$ cat config.mk
export PLATFORM = sky130hd
export DESIGN_NAME = dram_load_scheduler
export DESIGN_NICKNAME = d
export VERILOG_FILES = /design/src/rtl/dram_load_scheduler.sv
export SDC_FILE = /design/constraint.sdc
export NUM_CORES = 1
export LEC_CHECK = 0
export CAP_MARGIN = 20
export CORE_MARGIN = 2
export CORE_UTILIZATION = 38
export DETAILED_ROUTE_END_ITERATION = 6
export HOLD_SLACK_MARGIN = 0.1
export PLACE_DENSITY = 0.69
export SLEW_MARGIN = 20
export SYNTH_ARGS = -nofsm -noshare
export SYNTH_HDL_FRONTEND = slang
export SYNTH_SLANG_ARGS = --single-unit
$ cat constraint.sdc
create_clock -name clk_i -period 6.9 [get_ports clk_i]
set_clock_uncertainty 0.1 [all_clocks]
set_input_delay 0.69 -clock clk_i [delete_from_list [all_inputs] [get_ports clk_i]]
set_output_delay 0.69 -clock clk_i [all_outputs]
set_load 0.01 [all_outputs]
$ cat src/rtl/dram_load_scheduler.sv
// Round-robin scheduler sharing one DRAM read stream and one packer between
// several on-chip memory banks; converts packer write levels into bank strobes.
module dram_load_scheduler #(
  parameter int NUM_BANKS          = 3,
  parameter int DRAM_ADDR_BITWIDTH = 32,
  parameter int ADDR_BITWIDTH      = 10,
  parameter int BEATS_PER_WORD     = 21,
  parameter int BEAT_BITWIDTH      = ADDR_BITWIDTH + $clog2(BEATS_PER_WORD) + 1
) (
  input  logic                                   clk_i,
  input  logic                                   dram_sched_rst_i,
  input  logic [NUM_BANKS-1:0]                   load_req_i,
  input  logic [NUM_BANKS*DRAM_ADDR_BITWIDTH-1:0] load_base_addr_i,
  input  logic [NUM_BANKS*ADDR_BITWIDTH-1:0]     load_words_i,
  input  logic                                   abort_i,
  output logic [NUM_BANKS-1:0]                   load_ack_o,
  output logic [NUM_BANKS-1:0]                   load_done_o,
  output logic                                   busy_o,
  output logic                                   dram_cmd_valid_o,
  input  logic                                   dram_cmd_ready_i,
  output logic [DRAM_ADDR_BITWIDTH-1:0]          dram_cmd_addr_o,
  output logic [BEAT_BITWIDTH-1:0]               dram_cmd_beats_o,
  input  logic                                   dram_data_valid_i,
  output logic                                   pack_data_valid_o,
  output logic                                   pack_rst_o,
  input  logic                                   pack_we_i,
  output logic [NUM_BANKS-1:0]                   bank_we_o,
  output logic [ADDR_BITWIDTH-1:0]               bank_addr_o
);

  // state  | meaning
  // IDLE   | waiting for a request, arbitration active
  // CLR    | packer cleared, word counter zeroed
  // CMD    | DRAM read command offered
  // STREAM | beats forwarded, packer write edges become bank strobes
  // DONE   | done pulse, trailing beats dropped
  typedef enum logic [2:0] {S_IDLE, S_CLR, S_CMD, S_STREAM, S_DONE} state_t;

  localparam int PTR_W = (NUM_BANKS > 1) ? $clog2(NUM_BANKS) : 1;

  state_t                        state_q, state_d;
  logic [PTR_W-1:0]              rr_q, rr_d;
  logic [PTR_W-1:0]              grant_q, grant_d;
  logic [DRAM_ADDR_BITWIDTH-1:0] base_q, base_d;
  logic [ADDR_BITWIDTH-1:0]      words_q, words_d;
  logic [ADDR_BITWIDTH-1:0]      cnt_q, cnt_d;
  logic [ADDR_BITWIDTH-1:0]      addr_q, addr_d;
  logic [NUM_BANKS-1:0]          ack_q, ack_d;
  logic                          we_prev_q, we_prev_d;
  logic                          clr_q, clr_d;

  logic [DRAM_ADDR_BITWIDTH-1:0] base_arr [NUM_BANKS];
  logic [ADDR_BITWIDTH-1:0]      words_arr [NUM_BANKS];
  logic [2*NUM_BANKS-1:0]        req_dbl;
  logic                          found;
  logic [PTR_W-1:0]              pick;
  int                            pick_int;
  logic                          we_evt;
  logic                          last_word;
  logic                          stream_evt;

  function automatic logic [NUM_BANKS-1:0] onehot(input logic [PTR_W-1:0] idx);
    onehot = NUM_BANKS'(1) << idx;
  endfunction

  for (genvar k = 0; k < NUM_BANKS; k++) begin : g_unpack
    assign base_arr[k]  = load_base_addr_i[k*DRAM_ADDR_BITWIDTH +: DRAM_ADDR_BITWIDTH];
    assign words_arr[k] = load_words_i[k*ADDR_BITWIDTH +: ADDR_BITWIDTH];
  end

  // Rotating the doubled request vector puts the pointer position at bit 0.
  assign req_dbl = {load_req_i, load_req_i} >> rr_q;

  always_comb begin
    found    = 1'b0;
    pick     = '0;
    pick_int = 0;
    for (int i = 0; i < NUM_BANKS; i++) begin
      if (!found && req_dbl[i]) begin
        found    = 1'b1;
        pick_int = int'(rr_q) + i;
        if (pick_int >= NUM_BANKS) pick_int = pick_int - NUM_BANKS;
        pick     = PTR_W'(pick_int);
      end
    end
  end

  assign we_evt     = pack_we_i & ~we_prev_q;
  assign stream_evt = (state_q == S_STREAM) & we_evt;
  assign last_word  = (cnt_q == words_q - 1'b1);

  always_comb begin
    state_d   = state_q;
    rr_d      = rr_q;
    grant_d   = grant_q;
    base_d    = base_q;
    words_d   = words_q;
    cnt_d     = cnt_q;
    addr_d    = addr_q;
    ack_d     = '0;
    clr_d     = 1'b0;
    we_prev_d = pack_we_i;
    case (state_q)
      S_IDLE: begin
        if (found) begin
          state_d = S_CLR;
          grant_d = pick;
          rr_d    = (pick == PTR_W'(NUM_BANKS - 1)) ? '0 : pick + 1'b1;
          base_d  = base_arr[pick];
          words_d = words_arr[pick];
          ack_d   = onehot(pick);
          clr_d   = 1'b1;
        end
      end
      S_CLR: begin
        cnt_d     = '0;
        we_prev_d = 1'b0;
        state_d   = (words_q == '0) ? S_DONE : S_CMD;
      end
      S_CMD: begin
        if (dram_cmd_ready_i) state_d = S_STREAM;
      end
      S_STREAM: begin
        if (we_evt) begin
          addr_d = cnt_q;
          cnt_d  = cnt_q + 1'b1;
          if (last_word) state_d = S_DONE;
        end
      end
      S_DONE:  state_d = S_IDLE;
      default: state_d = S_IDLE;
    endcase
    // Abort wins over every other transition and re-clears the packer.
    if (abort_i && state_q != S_IDLE) begin
      state_d = S_IDLE;
      clr_d   = 1'b1;
    end
  end

  always_ff @(posedge clk_i or posedge dram_sched_rst_i) begin
    if (dram_sched_rst_i) begin
      state_q   <= S_IDLE;
      rr_q      <= '0;
      grant_q   <= '0;
      base_q    <= '0;
      words_q   <= '0;
      cnt_q     <= '0;
      addr_q    <= '0;
      ack_q     <= '0;
      we_prev_q <= 1'b0;
      clr_q     <= 1'b0;
    end else begin
      state_q   <= state_d;
      rr_q      <= rr_d;
      grant_q   <= grant_d;
      base_q    <= base_d;
      words_q   <= words_d;
      cnt_q     <= cnt_d;
      addr_q    <= addr_d;
      ack_q     <= ack_d;
      we_prev_q <= we_prev_d;
      clr_q     <= clr_d;
    end
  end

  assign load_ack_o        = ack_q;
  assign load_done_o       = (state_q == S_DONE) ? onehot(grant_q) : '0;
  assign busy_o            = (state_q != S_IDLE);
  assign dram_cmd_valid_o  = (state_q == S_CMD);
  assign dram_cmd_addr_o   = base_q;
  assign dram_cmd_beats_o  = BEAT_BITWIDTH'(words_q) * BEAT_BITWIDTH'(BEATS_PER_WORD);
  assign pack_data_valid_o = dram_data_valid_i & (state_q == S_STREAM);
  assign pack_rst_o        = dram_sched_rst_i | clr_q;
  // Strobe and address are combinational so they line up with the packer output word.
  assign bank_we_o         = stream_evt ? onehot(grant_q) : '0;
  assign bank_addr_o       = stream_evt ? cnt_q : addr_q;

endmodule
* After elaboration in Yosys (flattened, before gate mapping)
Index checks and enable logic that the tools add are counted.
** Word-level totals
- Memories kept :: 0
- Bits in latches :: 0
- Word-level logic and storage cells :: 90
- Bits in registers :: 74
- ROM bits :: 0
- Memory bits (writable) :: 0
- Input bits :: 135
- Output and inout bits :: 71
** Operators by class
- Divide/modulo/power cells :: 0
- Mux-type cells :: 34
- Bitwise logic cells :: 6
- Multiply operators :: 1
- Shifts and indexed selects :: 3
- Magnitude comparators :: 4
- Eq/ne operators :: 11
- $add $sub $neg :: 8
- Reduce and logical (&&, ||, !) cells :: 13
** Operator list (number)
- binary-select mux 32 bit (select 2 bit) :: 1
- 2-to-1 mux 32 bit :: 2
- 2-to-1 mux 10 bit :: 4
- 2-to-1 mux 3 bit :: 10
- binary-select mux 10 bit (select 2 bit) :: 1
- case mux 10 bit (2 select lines) :: 1
- multiplier 10 x 5 -> 15 bit, second input constant :: 1
- 2-to-1 mux 2 bit :: 7
- case mux 3 bit (4 select lines) :: 1
- adder 10 x 1 -> 10 bit, second input constant :: 1
- == test 10 bit :: 1
- zero test 10 bit :: 1
- subtractor 10 x 1 -> 10 bit, second input constant :: 1
- 2-to-1 mux 1 bit :: 7
- == test 3 x 2 -> 1 bit, second input constant :: 2
- greater-or-equal comparator 3 x 2 -> 1 bit, second input constant :: 2
- != test 3 x 2 -> 1 bit, second input constant :: 2
- AND reduction 2 bit :: 3
- << shifter 1 x 2 -> 3 bit, first input constant :: 2
- right shift 6 x 2 -> 3 bit :: 1
- subtractor 2 bit, second input constant :: 3
- AND reduction 4 bit :: 1
- adder 2 x 1 -> 3 bit, second input constant :: 1
- adder 2 x 2 -> 3 bit, second input constant :: 1
- other kinds (18) :: 23

* Depth between registers and ports, before layout
- Depth after elaboration :: 12
- Gate-level depth with buffers :: 13
- Depth with buffers taken out :: 13

* Worst setup path after synthesis
No wires, ideal clock.
- Path type :: reg2out
- Start :: reg words_q[5]
- End :: out dram_cmd_beats_o[14]
- Stages on the path, launching flop included :: 13
- Data arrival time :: 3.145 ns
- Path buffers :: 0
- Path slack :: 2.965 ns
- Data required time :: 6.110 ns
- Path through :: dfrtp_1 ha_1 ha_1 inv_1 fa_1 inv_1 ha_1 a2111oi_0 o21ai_0 a41oi_1 o21bai_1 a21oi_1 xnor2_1
** Between the ends
- Cells in the longest elaborated chain, start to end :: 1
** RTL lines
- start, declared :: RTL line 45 : logic [ADDR_BITWIDTH-1:0] words_q, words_d;
- start signal, assigned :: RTL line 157 : words_q <= words_d;
- multiplier 10 x 5 -> 15 bit :: RTL line 171 : assign dram_cmd_beats_o = BEAT_BITWIDTH'(words_q) * BEAT_BITWIDTH'(BEATS_PER_WORD);
- end, declared :: RTL line 22 : output logic [BEAT_BITWIDTH-1:0] dram_cmd_beats_o,
Every way passes these cells.

* Final worst setup path
Ends and elaborated chain as after synthesis.

==> results.py <==
metrics = {
    "status": {
        "status": "complete, no violations",
    },
    "placement": {
        "post-place-cells": 1002,
        "globalplace.congestion": 0.932,
        "io_buffer_count": 204,
        "dp_hpwl_mm": 13.7,
        "place_area_um2": 7960,
    },
    "critical_path": {
        "rr_worst_depth": 8,
        "startpoint_type": "flip-flop",
        "crit_buf_inv": 3,
        "crit_arrival_ns": 4.47,
        "cp_num_cells": 13,
        "crit_top_cell": "ha_1",
        "r2r_start": "rr_q[0]$_DFFE_PP0P_",
        "slowest_delay_ns": 0.55,
        "worstPathMaxFanout": 9,
        "reg2reg_to": "words_q[9]$_DFFE_PP0P_",
        "cp_data_required_time_ns": 6.11,
        "crit_chain": "ha_1 -> ha_1 -> inv_1 -> fa_1 -> inv_1 -> ha_1 -> a2111oi_0 -> o21ai_0 -> a41oi_1 -> o21bai_1 -> a21oi_1 -> xnor2_1 -> clkdlybuf4s50_1",
        "crit_start": "words_q[5]$_DFFE_PP0P_",
        "cp_slowest_cell": "clkdlybuf4s50_1",
        "endpoint_kind": "output pin",
        "worstSetupEndpoint": "dram_cmd_beats_o[14]",
        "critPathKind": "flip-flop to output pin",
        "r2r_slack_ns": 3.46,
        "critPathTopFamily": "adder cells",
    },
    "global_routing": {
        "grt_pass1_wl_mm": 29.1,
        "first_global_vias": 5944,
        "antenna_found_initial": 1,
        "grt_overflow": 0,
        "grt_use_total_pct": 22.2,
        "grt_max_degree": 75,
    },
    "final_layout": {
        "instances_no_fill": 1018,
        "final_util_pct": 54.9,
        "syn2layout_area_growth_pct": 41.7,
        "drive_gt1_share_pct": 12.5,
        "nets": 1002,
        "n_antenna_cell": 0,
        "fin_area_um2": 8310,
    },
    "synth": {
        "yosys_warnings": 0,
        "synthDistinctLibCells": 70,
        "synth_common_cells": "nand2_1, dfrtp_1, nor2_1",
        "synth_area_um2": 5860,
        "yosysSeqAreaShare_pct": 31.6,
        "synth_most_common_cell": "nand2_1",
        "synth_edf_count": 0,
        "avgSynthCellArea_um2": 8.97,
        "async_reset_ff_share_pct": 100,
        "ys_ff_latch": 74,
        "ys.flop_type": "dfrtp_1",
        "synth_cells": 654,
        "synth_area_leaders": "dfrtp_1, ha_1, a221oi_2",
        "synthesis.nets": 831,
        "synth_top_area_share_pct": 31.6,
        "synth_area_leader_cell": "dfrtp_1",
    },
    "drt": {
        "viasPerCell": 5.56,
        "postRouteAntennaNets": 0,
        "drt_iter0_drc": 239,
        "post_drt_wl_per_cell_um": 17.9,
        "finalWirelength_mm": 18.3,
        "dr_total_vias": 5659,
        "dr.pass1.iters": 5,
        "drc_errors": 0,
    },
    "clock_network": {
        "root_buffer": "clkbuf_16",
        "ctsHoldBuffers": 0,
        "cts_buffers": 9,
        "postCtsSetupRepairBufs": 0,
        "cts_tree": "done",
        "clk_pin_slew_ns": 0.06,
        "cts_sinks": 74,
        "clock_path_buffers": 2,
        "cts-htree-levels": 3,
        "cts_resized": 0,
        "clkLatencyLatePin_ns": 0.34,
    },
    "sta": {
        "setup_viol": 0,
        "slew_headroom_pct": 28.8,
        "worst_pin_slew_ns": 1.07,
        "drv_slew": 0,
        "min_period_ns": 5.26,
        "finalSetupTns_ns": 0,
        "max_clock_freq_mhz": 190,
        "finalHoldViolCount": 0,
        "rsz0062_at_grt": "no",
        "period_share_pct": 76.3,
        "hold_ws_ns": 0.378,
    },
    "run": {
        "maxCapViolations": 0,
    },
    "floorplanning": {
        "die_h_um": 128,
        "num_rows": 45,
        "start_util_pct": 38.7,
        "core-area_um2": 15100,
        "die_w_um": 128,
        "die-area_um2": 16400,
        "pin_count": 206,
    },
    "hold_path": {
        "min_path_type": "flip-flop to flip-flop",
    },
    "power_and_ir_drop": {
        "cellLeakagePower_nw": 3.38,
        "p_per_area_nw_per_um2": 565,
        "peakVddDrop_uv": 459,
    },
}
-- final cells by class --
| type | count | area (um^2) |
|---|---|---|
| Timing Repair Buffer | 213 | 2110 |
| Clock inverter | 7 | 125 |
| Multi-Input combinational cell | 502 | 3670 |
| Fill cell | 1338 | 6840 |
| Clock buffer | 9 | 225 |
| Inverter | 25 | 95.1 |
| Sequential cell | 74 | 1850 |
| Tap cell | 188 | 235 |
-- metrics by stage --
| stage | setup slack (ns) | power (mW) |
|---|---|---|
| floorplan | 2.97 | 2.87 |
| global placement | 2.27 | 4.04 |
| detailed placement | 2.03 | 4.14 |
| CTS | 1.64 | 4.72 |
| global route | 1.31 | 5.06 |
| finish | 1.64 | 4.70 |
-- power by group --
part	switching, mW	internal, mW
clock	0.202	0.357
combinational	1.74	1.64
sequential	0.169	0.594
total	2.11	2.59
-- layer usage --
metal / up-vias / global-route usage [%] / share of wire [%]
met5: - / 0 / 0.071
met4: 2 / 6.85 / 1.7
met3: 27 / 7.47 / 7.4
met2: 205 / 39.9 / 51
met1: 2700 / 24.8 / 40
li1: 2725 / - / -
-- tightest hold or removal path: stages (launching register included) --
cell and delay [ns]:
dfrtp_1 0.33, nand2_1 0.04, nand2_1 0.07
-- registers in the layout, summed over array words and instances (netlist names) --
register / flops
state_q: 3
rr_q: 2
clr_q: 1
cnt_q: 10
grant_q: 2
addr_q: 10
we_prev_q: 1
dram_cmd_addr_o: 32
load_ack_o: 3
words_q: 10
-- worst min path at each step --
stage	from	end	slack, ns	cells after the start
final	addr_q[5]$_DFFE_PP0P_	addr_q[5]$_DFFE_PP0P_	0.38	2
after floorplan	addr_q[0]$_DFFE_PP0P_	addr_q[0]$_DFFE_PP0P_	0.40	2
after global routing	addr_q[2]$_DFFE_PP0P_	addr_q[2]$_DFFE_PP0P_	0.41	2
after detailed placement	addr_q[2]$_DFFE_PP0P_	addr_q[2]$_DFFE_PP0P_	0.37	2
after global placement	addr_q[9]$_DFFE_PP0P_	addr_q[9]$_DFFE_PP0P_	0.36	2
after CTS	addr_q[2]$_DFFE_PP0P_	addr_q[2]$_DFFE_PP0P_	0.38	2
-- cells by family (layout without fill, tap and decap cells) --
group	count (synthesis)	in the layout	share of synthesized area (%)
AOI/OAI and AO/OA	185	185	27.1
xor gates and xnor gates	29	29	4.33
adders and majority gates	42	42	9.60
buffers and inverters	78	254	6.21
DFF	74	74	31.6
muxes	16	16	2.73
other	1	1	0.0639
and+or+nand+nor	229	229	18.4
-- layout by cell type (no fill, tap or decap), types with 3 or more instances in the layout --
master and instances:
nand2_1 89, a22oi_2 3, nand2b_1 4, dfrtp_1 74
ha_1 37, nand3_1 17, bufinv_16 3, or3_1 5
a21o_1 6, clkbuf_16 9, inv_1 23, a221oi_2 30
xnor2_1 16, fa_1 5, a22oi_1 33, nor2b_1 5
a21oi_2 28, a31oi_1 5, o211ai_1 7, o21bai_1 3
mux2i_1 16, nand3b_1 3, buf_4 9, xor2_1 13
nand4_1 8, or2_2 3, nor3_1 13, o21ai_0 38
a21oi_1 10, nor2_1 57, clkdlybuf4s50_1 204
Power figures use the tool's default switching activity.
